===== src/rtl/mux_arbiter_reg_mxn.sv =====
// Registered M-to-1 channel mux with a select port (MODE=0) or a round-robin arbiter (MODE=1).
// One cycle from accept to out_valid. A held word stalls all inputs until out_ready takes it.
module mux_arbiter_reg_mxn #(
  parameter int M = 4,
  parameter int N = 8,
  parameter int MODE = 0,
  localparam int SEL_W = (M > 1) ? $clog2(M) : 1
) (
  input  logic                  clk,
  input  logic                  rst_n,
  input  logic                  enabler,
  input  logic [SEL_W-1:0]      select,
  input  logic [M-1:0][N-1:0]   channels,
  input  logic [M-1:0]          in_valid,
  output logic [M-1:0]          in_ready,
  output logic [N-1:0]          channel_out,
  output logic [SEL_W-1:0]      out_sel,
  output logic                  out_valid,
  input  logic                  out_ready
);

  logic [N-1:0]     data_q, data_d;
  logic [SEL_W-1:0] sel_q, sel_d;
  logic             vld_q, vld_d;
  logic [SEL_W-1:0] rr_q, rr_d;

  logic             load;
  logic             take;
  logic             cand_vld;
  logic [SEL_W-1:0] cand;

  assign load = !vld_q || out_ready;
  assign take = load && enabler && cand_vld;

  // Only indices below M can match, so an out-of-range select never yields a candidate.
  always_comb begin
    int idx;
    cand_vld = 1'b0;
    cand     = '0;
    idx      = 0;
    if (MODE == 0) begin
      for (int i = 0; i < M; i++) begin
        if (!cand_vld && select == SEL_W'(i) && in_valid[i]) begin
          cand_vld = 1'b1;
          cand     = SEL_W'(i);
        end
      end
    end else begin
      for (int k = 1; k <= M; k++) begin
        idx = (int'(rr_q) + k) % M;
        if (!cand_vld && in_valid[idx]) begin
          cand_vld = 1'b1;
          cand     = SEL_W'(idx);
        end
      end
    end
  end

  always_comb begin
    in_ready = '0;
    for (int i = 0; i < M; i++) begin
      in_ready[i] = rst_n && take && (cand == SEL_W'(i));
    end
  end

  always_comb begin
    data_d = data_q;
    sel_d  = sel_q;
    vld_d  = vld_q;
    rr_d   = rr_q;
    if (take) begin
      data_d = channels[cand];
      sel_d  = cand;
      vld_d  = 1'b1;
      if (MODE == 1) begin
        rr_d = cand;
      end
    end else if (load) begin
      // Idle output reads as zero; out_sel keeps the last granted index.
      vld_d  = 1'b0;
      data_d = '0;
    end
  end

  always_ff @(posedge clk or negedge rst_n) begin
    if (!rst_n) begin
      data_q <= '0;
      sel_q  <= '0;
      vld_q  <= 1'b0;
      rr_q   <= SEL_W'(M - 1);
    end else begin
      data_q <= data_d;
      sel_q  <= sel_d;
      vld_q  <= vld_d;
      rr_q   <= rr_d;
    end
  end

  assign channel_out = data_q;
  assign out_sel     = sel_q;
  assign out_valid   = vld_q;

endmodule


===== config.mk =====
export PLATFORM = sky130hd
export DESIGN_NAME = mux_arbiter_reg_mxn
export DESIGN_NICKNAME = d
export VERILOG_FILES = /design/src/rtl/mux_arbiter_reg_mxn.sv
export SDC_FILE = /design/constraint.sdc
export NUM_CORES = 1
export LEC_CHECK = 0
export CAP_MARGIN = 0
export CORE_MARGIN = 2
export CORE_UTILIZATION = 35
export CTS_CLUSTER_DIAMETER = 120
export CTS_CLUSTER_SIZE = 40
export DETAILED_ROUTE_END_ITERATION = 12
export GPL_ROUTABILITY_DRIVEN = 0
export PLACE_DENSITY = 0.79
export SLEW_MARGIN = 20
export SYNTH_ARGS = -nofsm -noshare
export SYNTH_HDL_FRONTEND = slang
export SYNTH_SLANG_ARGS = --single-unit

===== constraint.sdc =====
create_clock -name clk -period 1.6 [get_ports clk]
set_input_delay 0.48 -clock clk [delete_from_list [all_inputs] [get_ports clk]]
set_output_delay 0.48 -clock clk [all_outputs]
set_load 0.005 [all_outputs]

==> results of run 1 <==
[final timing paths]
check | start | to | slack [ns] | cells past startpoint
worst max register to register | out_valid$_DFFE_PN0P_ | channel_out[4]$_DFFE_PN0P_ | 0.28 | 6
worst min-delay path | rst_n | channel_out[1]$_DFFE_PN0P_ | 0.34 | 2
worst min register to register | channel_out[1]$_DFFE_PN0P_ | channel_out[1]$_DFFE_PN0P_ | 0.48 | 2
min in group clk | channel_out[1]$_DFFE_PN0P_ | channel_out[1]$_DFFE_PN0P_ | 0.48 | 2
worst max-delay path | out_valid$_DFFE_PN0P_ | in_ready[0] | -0.19 | 5
max in group asynchronous | rst_n | channel_out[0]$_DFFE_PN0P_ | 1.12 | 2
[routing by layer]
metal	vias to the layer above	track usage (%)
met4	0	10.7
met1	518	30.3
li1	518	-
met3	4	3.67
met5	-	0
met2	46	38.5
[area by class of cell]
class	instances	area, um2	share of cell area, %
repair buffers	85	752	45.2
multi-input cells	70	568	34.1
flip-flops and latches	11	275	16.5
well taps	28	35.0	2.11
clock buffers	4	26.3	1.58
inverters	2	7.51	0.451
[cell families after synthesis]
kind of cell | count (synthesis) | share of synthesized area, %
compound gates | 36 | 30.7
simple gates | 29 | 21.6
buf+inv | 12 | 6.71
flops | 11 | 32.8
mux | 5 | 8.20
[cell usage in the layout, fill, tap and decap left out]
cell,count
nor4b_4,1
nor2b_1,2
buf_2,5
inv_1,2
nand2_1,9
nor2b_4,1
a21oi_1,8
clkbuf_4,3
nand3b_1,8
clkdlybuf4s50_1,32
mux2i_1,2
dfrtp_1,11
a221oi_1,8
dlymetal6s2s_1,3
a31oi_1,1
o31ai_1,9
clkdlybuf4s18_2,1
buf_6,2
dlygate4sd2_1,14
nor3_2,1
mux2_4,1
o311ai_0,1
nand3_4,2
nand2b_4,1
nand3_1,1
and2_4,1
a21o_1,8
o21ai_0,1
clkdlybuf4s15_2,1
clkbuf_1,1
mux4_2,1
nor3b_2,2
buf_4,27
mux2_2,1
[synth_stat cells (2+ instances only)]
| library cell | number | area [um2] |
|---|---|---|
| dfrtp_1 | 11 | 275 |
| a21o_1 | 8 | 60.1 |
| nand2_1 | 9 | 33.8 |
| clkbuf_1 | 5 | 18.8 |
| mux2i_1 | 2 | 20.0 |
| buf_2 | 3 | 15.0 |
| inv_1 | 2 | 7.51 |
| a21oi_1 | 8 | 40.0 |
| nor3b_1 | 2 | 15.0 |
| nand3b_1 | 8 | 60.1 |
| nor2b_1 | 3 | 18.8 |
| nand3_1 | 2 | 10.0 |
| o31ai_1 | 9 | 67.6 |
| a221oi_1 | 8 | 70.1 |
[worst max-delay path, cell delays in order, from the launching register on]
cell      delay [ns]
dfrtp_1         0.41
nand2b_4        0.09
nand3_4         0.08
buf_6           0.13
nor4b_4         0.18
buf_2           0.14
[flip-flops by register name, indices dropped and copies added (netlist names)]
register / cells
channel_out: 8
out_sel: 2
out_valid: 1
[stage by stage]
| stage | total power [mW] | hold slack [ns] | cells | setup WS, ns |
|---|---|---|---|---|
| 2_1_floorplan | 0.455 | 0.184 | 93 | -0.0241 |
| 4_1_cts | 0.897 | 0.338 | 198 | -0.201 |
| 3_3_place_gp | 0.675 | 0.463 | 185 | -0.937 |
| 6_report | 0.902 | 0.339 | 200 | -0.188 |
| 3_5_place_dp | 0.686 | 0.474 | 185 | -0.947 |
| 5_1_grt | 0.955 | 0.344 | 200 | -0.262 |
[power by group through the flow]
| stage | Sequential [mW] | Clock [mW] | Combinational [mW] |
|---|---|---|---|
| detailed placement | 0.328 | 0 | 0.358 |
| global placement | 0.326 | 0 | 0.349 |
| floorplan | 0.329 | 0 | 0.126 |
| finish | 0.322 | 0.192 | 0.388 |
| CTS | 0.322 | 0.194 | 0.381 |
| global route | 0.325 | 0.213 | 0.417 |
[what timing repair did]
action,CTS,global route
buffers inserted,9,2
pin swaps,3,0
hold buffers,0,0
resized for setup,52,4
endpoints found under the setup margin,24,17
==> results.md, run 1 <==
* Setup TNS at -0.940 ns
* Synthesized instance count at 93
* Maxcap violations at 0
* Register area share after synthesis at 32.8%
* Combinational fraction of design power at 43.0%
* RSZ-0062 raised after global routing: yes
* Fmax at 559 MHz
* Drt wl/cell at 15.0 um
* Slew Viols, Final at 0
* Pin count of the biggest net entering global routing at 19
* Core Area at 0.00223 mm2
* Die area at 0.00281 mm2
* NetSw at 0.258 mW
* H-tree levels at 1
* Critical path arrival at 1.31 ns
* Primary FF master, synth: dfrtp_1
* Flops & latches, synth at 11
* Dpl cell area at 0.00153 mm2
* Pin slew with the least headroom to its limit at 0.302 ns
* ANT cells at 0
* Mapped Avg Cell Area at 9.03 um2
* Clock slew at reported path FFs at 0.07 ns
* Cell area after layout at 0.00166 mm2
* Die Y at 53.0 um
* Top layer in use: met4
* First-pass GRT wire length at 4660 um
* Finished Core Util at 74.5%
* Detail Route Antenna Nets at 0
* Drt first pass iters at 4
* Area growth from synthesis to layout at 98.2%
* Internal Dissipation at 0.645 mW
* Layout cells sized above 1 at 29.7%
* Vias at 1086
* Failing checks: negative setup slack
* M1 wire length at 1260 um
* Starting Density at 37.6%
* Num rows at 17
* IO buf count at 56
* I/O pin count at 57
* Cell variety after synth at 27
* TritonCTS clock tree: built
* Overflow after GRT at 0
* Crit Path Class: flop to output pin
* CTS Buf Count at 3
* Final hold violation count at 0
* Run status: finished, violations left
* Total Wirelength at 3000 um
* Maximum VDD drop at 0.349 mV
* DRC violations left at 0
* Pwr Density at 542 mW/mm2
* Longest Clk Path Bufs at 2
* DRT iter0 DRCs at 25
* P_leak at 0.809 nW
* Vias in the first global route at 996
* Clock Sinks at 11
* YS warnings at 0
* Period utilisation layout at 112%
* Element type at the critical path start: flop
* Clock root buffer: clkbuf_4
* Sw frac at 28.5%
* Nets@finish at 215
* PnR worst setup slack at -0.188 ns
* Max-Slew Margin vs Limit at 79.9%
* Gr usage total at 23.6%
* Vias per cell at 5.43
* Worst skew pair latency at 0.27 ns
* WP data required at 1.12 ns
* Met2 wire len at 1550 um
* DR WL met3 at 157 um
* Antenna violations before repair at 0
* Final setup fails at 14
* Min Tclk post-route at 1.79 ns
* EDFF count, synth at 0
* Die width at 53.0 um
* Post-synthesis net count at 135
* Post-DP HPWL at 2330 um
* Clk pwr share at 21.3%
* Sequential Power Share at 35.7%
* Synth async-reset ratio at 100%
* Cell area after synthesis at 840 um2
* FILL cells at 162
* Setup crit end kind: output pin
* Worst Clk Skew at 0.000393 ns
* Hold Crit Class: primary input to asynchronous set/reset pin
* Crit-path max FO at 3
Note: power is estimated with default switching activity, not from simulation.
==> run 2: changes to the inputs <==
- CORE_ASPECT_RATIO: unset -> 1.75
==> run 2 against run 1 <==
  * The flow still finishes with violations (negative setup slack)
  * Power is 7.9% higher
  * First-iteration DRC count is 16% lower
  * Sequential power is 1% higher
  * Final cell count is 4.0% lower
  * Worst setup slack better by 0.0032 ns
  * Clock skew is 0.0025 ns higher
  * Largest cell class unchanged
  * Largest power group unchanged
==> results.md, run 2 (synthesis results as in run 1) <==
* Die area at 0.00282 mm2
* Grt peak-use layer: met2
* Nets@finish at 210
* Maxcap violations at 0
* Total Wirelength at 2920 um
* Max reg flops at 8
* Final hold violation count at 0
* Area growth from synthesis to layout at 96.4%
* Longest Clk Path Bufs at 2
* Grt met1 use at 23.8%
* Hold-fix buffers, CTS at 0
* Pin count of the biggest net entering global routing at 19
* Final setup fails at 4
* M3 GR Usage at 0.641%
* Maximum VDD drop at 0.363 mV
* Overall power at 0.973 mW
* Worst Clk Skew at 0.00285 ns
* DRC violations left at 0
* Detail Route Antenna Nets at 0
* Pwr Density at 590 mW/mm2
* Clock root buffer: clkbuf_8
* First-pass GRT wire length at 4370 um
* Starting Density at 36.9%
* Drt first pass iters at 4
* Die Y at 68.8 um
* Slew Viols, Final at 0
* H-tree levels at 1
* CTS Buf Count at 3
* M2 GR Usage at 40.8%
* Die width at 41.0 um
* DRT iter0 DRCs at 21
* Core Area at 0.00227 mm2
* Element type at the critical path start: flop
* WP data required at 1.12 ns
* PnR worst setup slack at -0.184 ns
* Overflow after GRT at 0
* Crit-path cells: nand2b_4 -> nand3_4 -> buf_6 -> nor4b_4 -> buf_2
* I/O pin count at 57
* Area occupied by registers at 275 um2
* Most common cell after layout, fill and taps aside: clkdlybuf4s50_1
* Slowest stage cell, crit path: dfrtp_1
* Vias per cell at 5.48
* TritonCTS clock tree: built
* Drt wl/cell at 15.2 um
* Period utilisation layout at 112%
* Setup crit end kind: output pin
* Fmax at 560 MHz
* Critical path arrival at 1.30 ns
* Vias at 1053
* Worst skew pair latency at 0.24 ns
* Clock Sinks at 11
* Clock slew at reported path FFs at 0.05 ns
* Crit Path Class: flop to output pin
* Min Tclk post-route at 1.78 ns
* Multi-input gate area at 568 um2
* Run status: finished, violations left
* IO buf count at 56
* Hold Crit Class: primary input to asynchronous set/reset pin
* Crit-path leading delay family: flip-flops
* Gr usage total at 22.5%
* Max-Slew Margin vs Limit at 72.5%
* Antenna violations before repair at 0
* Commonest cells after routing, fill and taps aside: 39 x clkdlybuf4s50_1, 21 x buf_4, 11 x dfrtp_1
* Layout cells sized above 1 at 27.5%
* Num rows at 23
* Crit-path max FO at 2
* CP Buf/Inv Count at 2
* Failing checks: negative setup slack
* Slowest stage delay, CP at 0.41 ns
* FILL cells at 177
* RSZ-0062 raised after global routing: yes
* ANT cells at 0
* Pin slew with the least headroom to its limit at 0.408 ns
* Post-DP HPWL at 2400 um
* Vias in the first global route at 1015
* P_leak at 0.736 nW
* Setup TNS at -0.579 ns
[run 2: cell types whose count changed in the layout (fill, tap and decap cells not counted), sizes merged]
cell           before  now
buf                34   30
clkdlybuf4s15       1    7
clkdlybuf4s18       1    0
clkdlybuf4s50      32   39
dlygate4sd2        14    3
dlymetal6s2s        3    1
[run 2: cell type report]
| class | instances | share of cell area, % |
|---|---|---|
| timing repair buffer | 80 | 43.8 |
| multi-input combinational | 70 | 34.4 |
| sequential | 11 | 16.7 |
| clock buffer | 4 | 2.73 |
| tap | 25 | 1.90 |
| inverter | 2 | 0.455 |
[run 2: repair_timing]
item                       CTS  global route
buffers inserted             5             2
setup endpoints to repair   18             6
pin swaps                    3             2
resized for setup           53             3
[run 2: path summary, 6_finish.rpt]
check | to | slack, ns | cells after the start | from
worst min register to register | channel_out[7]$_DFFE_PN0P_ | 0.47 | 2 | channel_out[7]$_DFFE_PN0P_
worst max register to register | channel_out[6]$_DFFE_PN0P_ | 0.31 | 6 | out_valid$_DFFE_PN0P_
worst min-delay path | out_valid$_DFFE_PN0P_ | 0.34 | 2 | rst_n
max in group asynchronous | channel_out[3]$_DFFE_PN0P_ | 1.11 | 2 | rst_n
min in group clk | channel_out[7]$_DFFE_PN0P_ | 0.47 | 2 | channel_out[7]$_DFFE_PN0P_
worst max-delay path | in_ready[0] | -0.18 | 5 | out_valid$_DFFE_PN0P_
[run 2: power breakdown]
part	total [mW]	switching [mW]	internal (mW)
clock	0.275	0.100	0.175
combinational	0.373	0.139	0.234
sequential	0.326	0.0187	0.307
[run 2: metal layers]
layer	up-vias	part of all wire, %
met2	47	57
li1	505	-
met1	491	36
met5	-	0
met3	10	3.5
met4	0	3.8
[run 2: through the flow]
stage / hold slack (ns) / setup WS [ns] / cell area [um2] / cells / util [%]
CTS: 0.348 / -0.193 / 1620 / 190 / 71.2
floorplan: 0.184 / -0.0241 / 846 / 93 / -
detailed placement: 0.468 / -0.950 / 1520 / 181 / 66.7
finish: 0.339 / -0.184 / 1650 / 192 / 72.5
global route: 0.366 / -0.253 / 1650 / 192 / 72.5
global placement: 0.466 / -0.915 / 1520 / 181 / 66.7
==> run 3: changes to the inputs <==
--- a/config.mk
+++ b/config.mk
@@ -7,2 +7,3 @@
 export LEC_CHECK = 0
+export ABC_AREA = 1
 export CAP_MARGIN = 0
@@ -12,6 +13,5 @@
 export CTS_CLUSTER_DIAMETER = 120
-export CTS_CLUSTER_SIZE = 40
 export DETAILED_ROUTE_END_ITERATION = 12
 export GPL_ROUTABILITY_DRIVEN = 0
-export PLACE_DENSITY = 0.79
+export PLACE_DENSITY = 0.8
 export SLEW_MARGIN = 20
==> constraint.sdc (replaced) <==
create_clock -name clk -period 1.6 [get_ports clk]
set_input_delay 0.16 -clock clk [delete_from_list [all_inputs] [get_ports clk]]
set_output_delay 0.16 -clock clk [all_outputs]
set_load 0.005 [all_outputs]
==> run 3 against run 2 <==
  * Critical path type is now primary input to output pin
  * Maximum frequency increased by 16%
  * Sequential power is 2% lower
  * The run now ends clean
  * Synthesized cell count increased by 44%
  * Register-to-register slack better by 0.02 ns
  * Area after synthesis decreased by 2.1%
  * Worst setup slack improved by 0.25 ns
  * Highest routed layer unchanged
  * First-iteration DRC count is 14% lower
  * Critical path depth rose by 4
  * Clock skew about the same
  * Final cell count grew 20%
  * Combinational power shrank 8.8%
==> results.md, run 3 <==
* Nets@finish at 249
* WP data required at 1.44 ns
* Fmax at 650 MHz
* Synthesized instance count at 134
* R2r worst-path depth at 8
* Die width at 40.6 um
* Longest Clk Path Bufs at 2
* CTS Buf Count at 3
* Run status: completed
* Dpl cell area at 0.00146 mm2
* Clock slew at reported path FFs at 0.05 ns
* Drt first pass iters at 4
* Gr usage total at 20.8%
* Post-Synth XOR/XNOR Area at 0%
* Hold slack at 0.468 ns
* Leading area contributor after synthesis: dfrtp_1
* ANT cells at 0
* Setup crit end kind: output pin
* Hold-fix buffers, CTS at 0
* Register area share after synthesis at 33.5%
* Flops & latches, synth at 11
* Overflow after GRT at 0
* Post-synthesis net count at 176
* Clock Sinks at 11
* Synth top area share at 33.5%
* Final hold violation count at 0
* Pre-CTS setup slack at -0.383 ns
* First-pass GRT wire length at 4020 um
* IO buf count at 56
* Worst Clk Skew at 0.00285 ns
* Vias per cell at 4.76
* Post-DP HPWL at 2060 um
* Num rows at 23
* Most common cell after layout, fill and taps aside: clkdlybuf4s50_1
* Critical path arrival at 1.38 ns
* EDFF count, synth at 0
* Post-synthesis compound-gate area fraction at 1.83%
* Die area at 0.00277 mm2
* I/O pin count at 57
* Largest family of logic cells by synthesized area: simple AND/OR/NAND/NOR gates
* Cell area after synthesis at 822 um2
* H-tree levels at 1
* Hold Crit Class: primary input to asynchronous set/reset pin
* Setup TNS at 0 ns
* Pin count of the biggest net entering global routing at 18
* Post-synth top cells: 40 x nand2_1, 27 x nor2_1, 22 x inv_1
* Overall power at 0.924 mW
* Maximum VDD drop at 0.352 mV
* Clock root buffer: clkbuf_8
* Element type at the critical path start: primary input
* DRT iter0 DRCs at 18
* Detail Route Antenna Nets at 0
* Period utilisation layout at 96.2%
* Die Y at 68.1 um
* RSZ-0062 raised after global routing: yes
* Total Wirelength at 2550 um
* Crit Path Class: primary input to output pin
* Pwr Density at 588 mW/mm2
* Vias in the first global route at 1032
* Synth top area cells: dfrtp_1 33%, nand2_1 18%, nor2_1 12%, inv_1 10%, nand3_1 6.7%
* Vias at 1100
* Core Area at 0.00224 mm2
* Pin slew with the least headroom to its limit at 0.280 ns
* Area growth from synthesis to layout at 91.0%
* Worst skew pair latency at 0.23 ns
* Synth Area in Adders at 0%
* Dominant cell by count in the synthesized netlist: nand2_1
* Starting Density at 36.6%
* Synth async-reset ratio at 100%
* Max-Slew Margin vs Limit at 81.3%
* Antenna violations before repair at 0
* Min Tclk post-route at 1.54 ns
* Mux cell area share after synthesis at 0%
* PnR worst setup slack at 0.0609 ns
* TritonCTS clock tree: built
* Drt wl/cell at 11.0 um
* Primary FF master, synth: dfrtp_1
* Slew Viols, Final at 0
* Layout cells sized above 1 at 17.0%
* Final setup fails at 0
* P_leak at 0.843 nW
* Maxcap violations at 0
* Cell variety after synth at 15
* YS warnings at 0
* Mapped Avg Cell Area at 6.13 um2
* Cell area after layout at 0.00157 mm2
* DRC violations left at 0
* Synth Area in Simple Gates at 51.0%
* Max reg flops at 8
* Crit-path max FO at 4
* Commonest cells after routing, fill and taps aside: 49 x clkdlybuf4s50_1, 37 x nand2_1, 26 x nor2_1
-- run 3: changes by cell type after synthesis, moves of 9 or more --
cell	change
o31ai_1	-9
nand2_1	+31
inv_1	+20
nand3_1	+9
nor2_1	+27
-- run 3: path summary, 6_finish.rpt --
check	startpoint	end	slack, ns
worst max-delay path	in_valid[1]	in_ready[2]	0.06
worst min-delay path	rst_n	channel_out[4]$_DFFE_PN0P_	0.47
worst max register to register	out_valid$_DFFE_PN0P_	channel_out[5]$_DFFE_PN0P_	0.33
worst min register to register	channel_out[2]$_DFFE_PN0P_	channel_out[2]$_DFFE_PN0P_	0.48
max in group asynchronous	rst_n	channel_out[3]$_DFFE_PN0P_	0.98
min in group clk	channel_out[2]$_DFFE_PN0P_	channel_out[2]$_DFFE_PN0P_	0.48
-- run 3: worst max-delay path, cell delays in order --
cell	delay, ns
clkdlybuf4s50_1	0.45
nand3_1	0.11
nand2_2	0.10
nor2_4	0.04
nor2_4	0.13
buf_6	0.13
nand2_4	0.04
nor2_1	0.09
buf_2	0.11
-- run 3: what timing repair did --
| item | CTS | global route |
|---|---|---|
| pin swaps | 7 | 6 |
| setup buffers | 5 | 1 |
| gates resized for setup | 21 | 8 |
| gates cloned | 0 | 0 |
| endpoints found under the setup margin | 4 | 4 |
-- run 3: report_power, final --
part           internal [mW]  switching, mW  total [mW]
Sequential             0.306         0.0134       0.319
Clock                  0.174         0.0906       0.264
Combinational          0.209          0.131       0.340
Total                  0.689          0.235       0.924
-- run 3: kinds of logic after synthesis --
| kind of cell | after synthesis |
|---|---|
| AOI/OAI and AO/OA | 3 |
| and+or+nand+nor | 93 |
| DFF | 11 |
| buffers and inverters | 27 |
-- run 3: layout make-up --
type / count / area (um2)
fillers: 198 / 674
repair buffers: 72 / 671
multi-input cells: 96 / 462
flip-flops and latches: 11 / 275
inverters: 23 / 86.3
clock buffers: 4 / 45.0
well taps: 25 / 31.3
-- run 3: stage by stage --
stage	instances	utilization, %
detailed placement	221	65.2
global placement	221	65.2
CTS	230	69.1
floorplan	134	-
finish	231	70.0
global route	231	70.0
-- run 3: metal layers --
layer  routed length, um  share of wire (%)  vias up  track usage, %
met1                 867                 34      490            19.8
met4                 119                4.7        0            12.1
met2                1450                 57       44            37.9
met3                 104                4.1       12            3.90
li1                    -                  -      554               -
met5                   0                  0        -               0
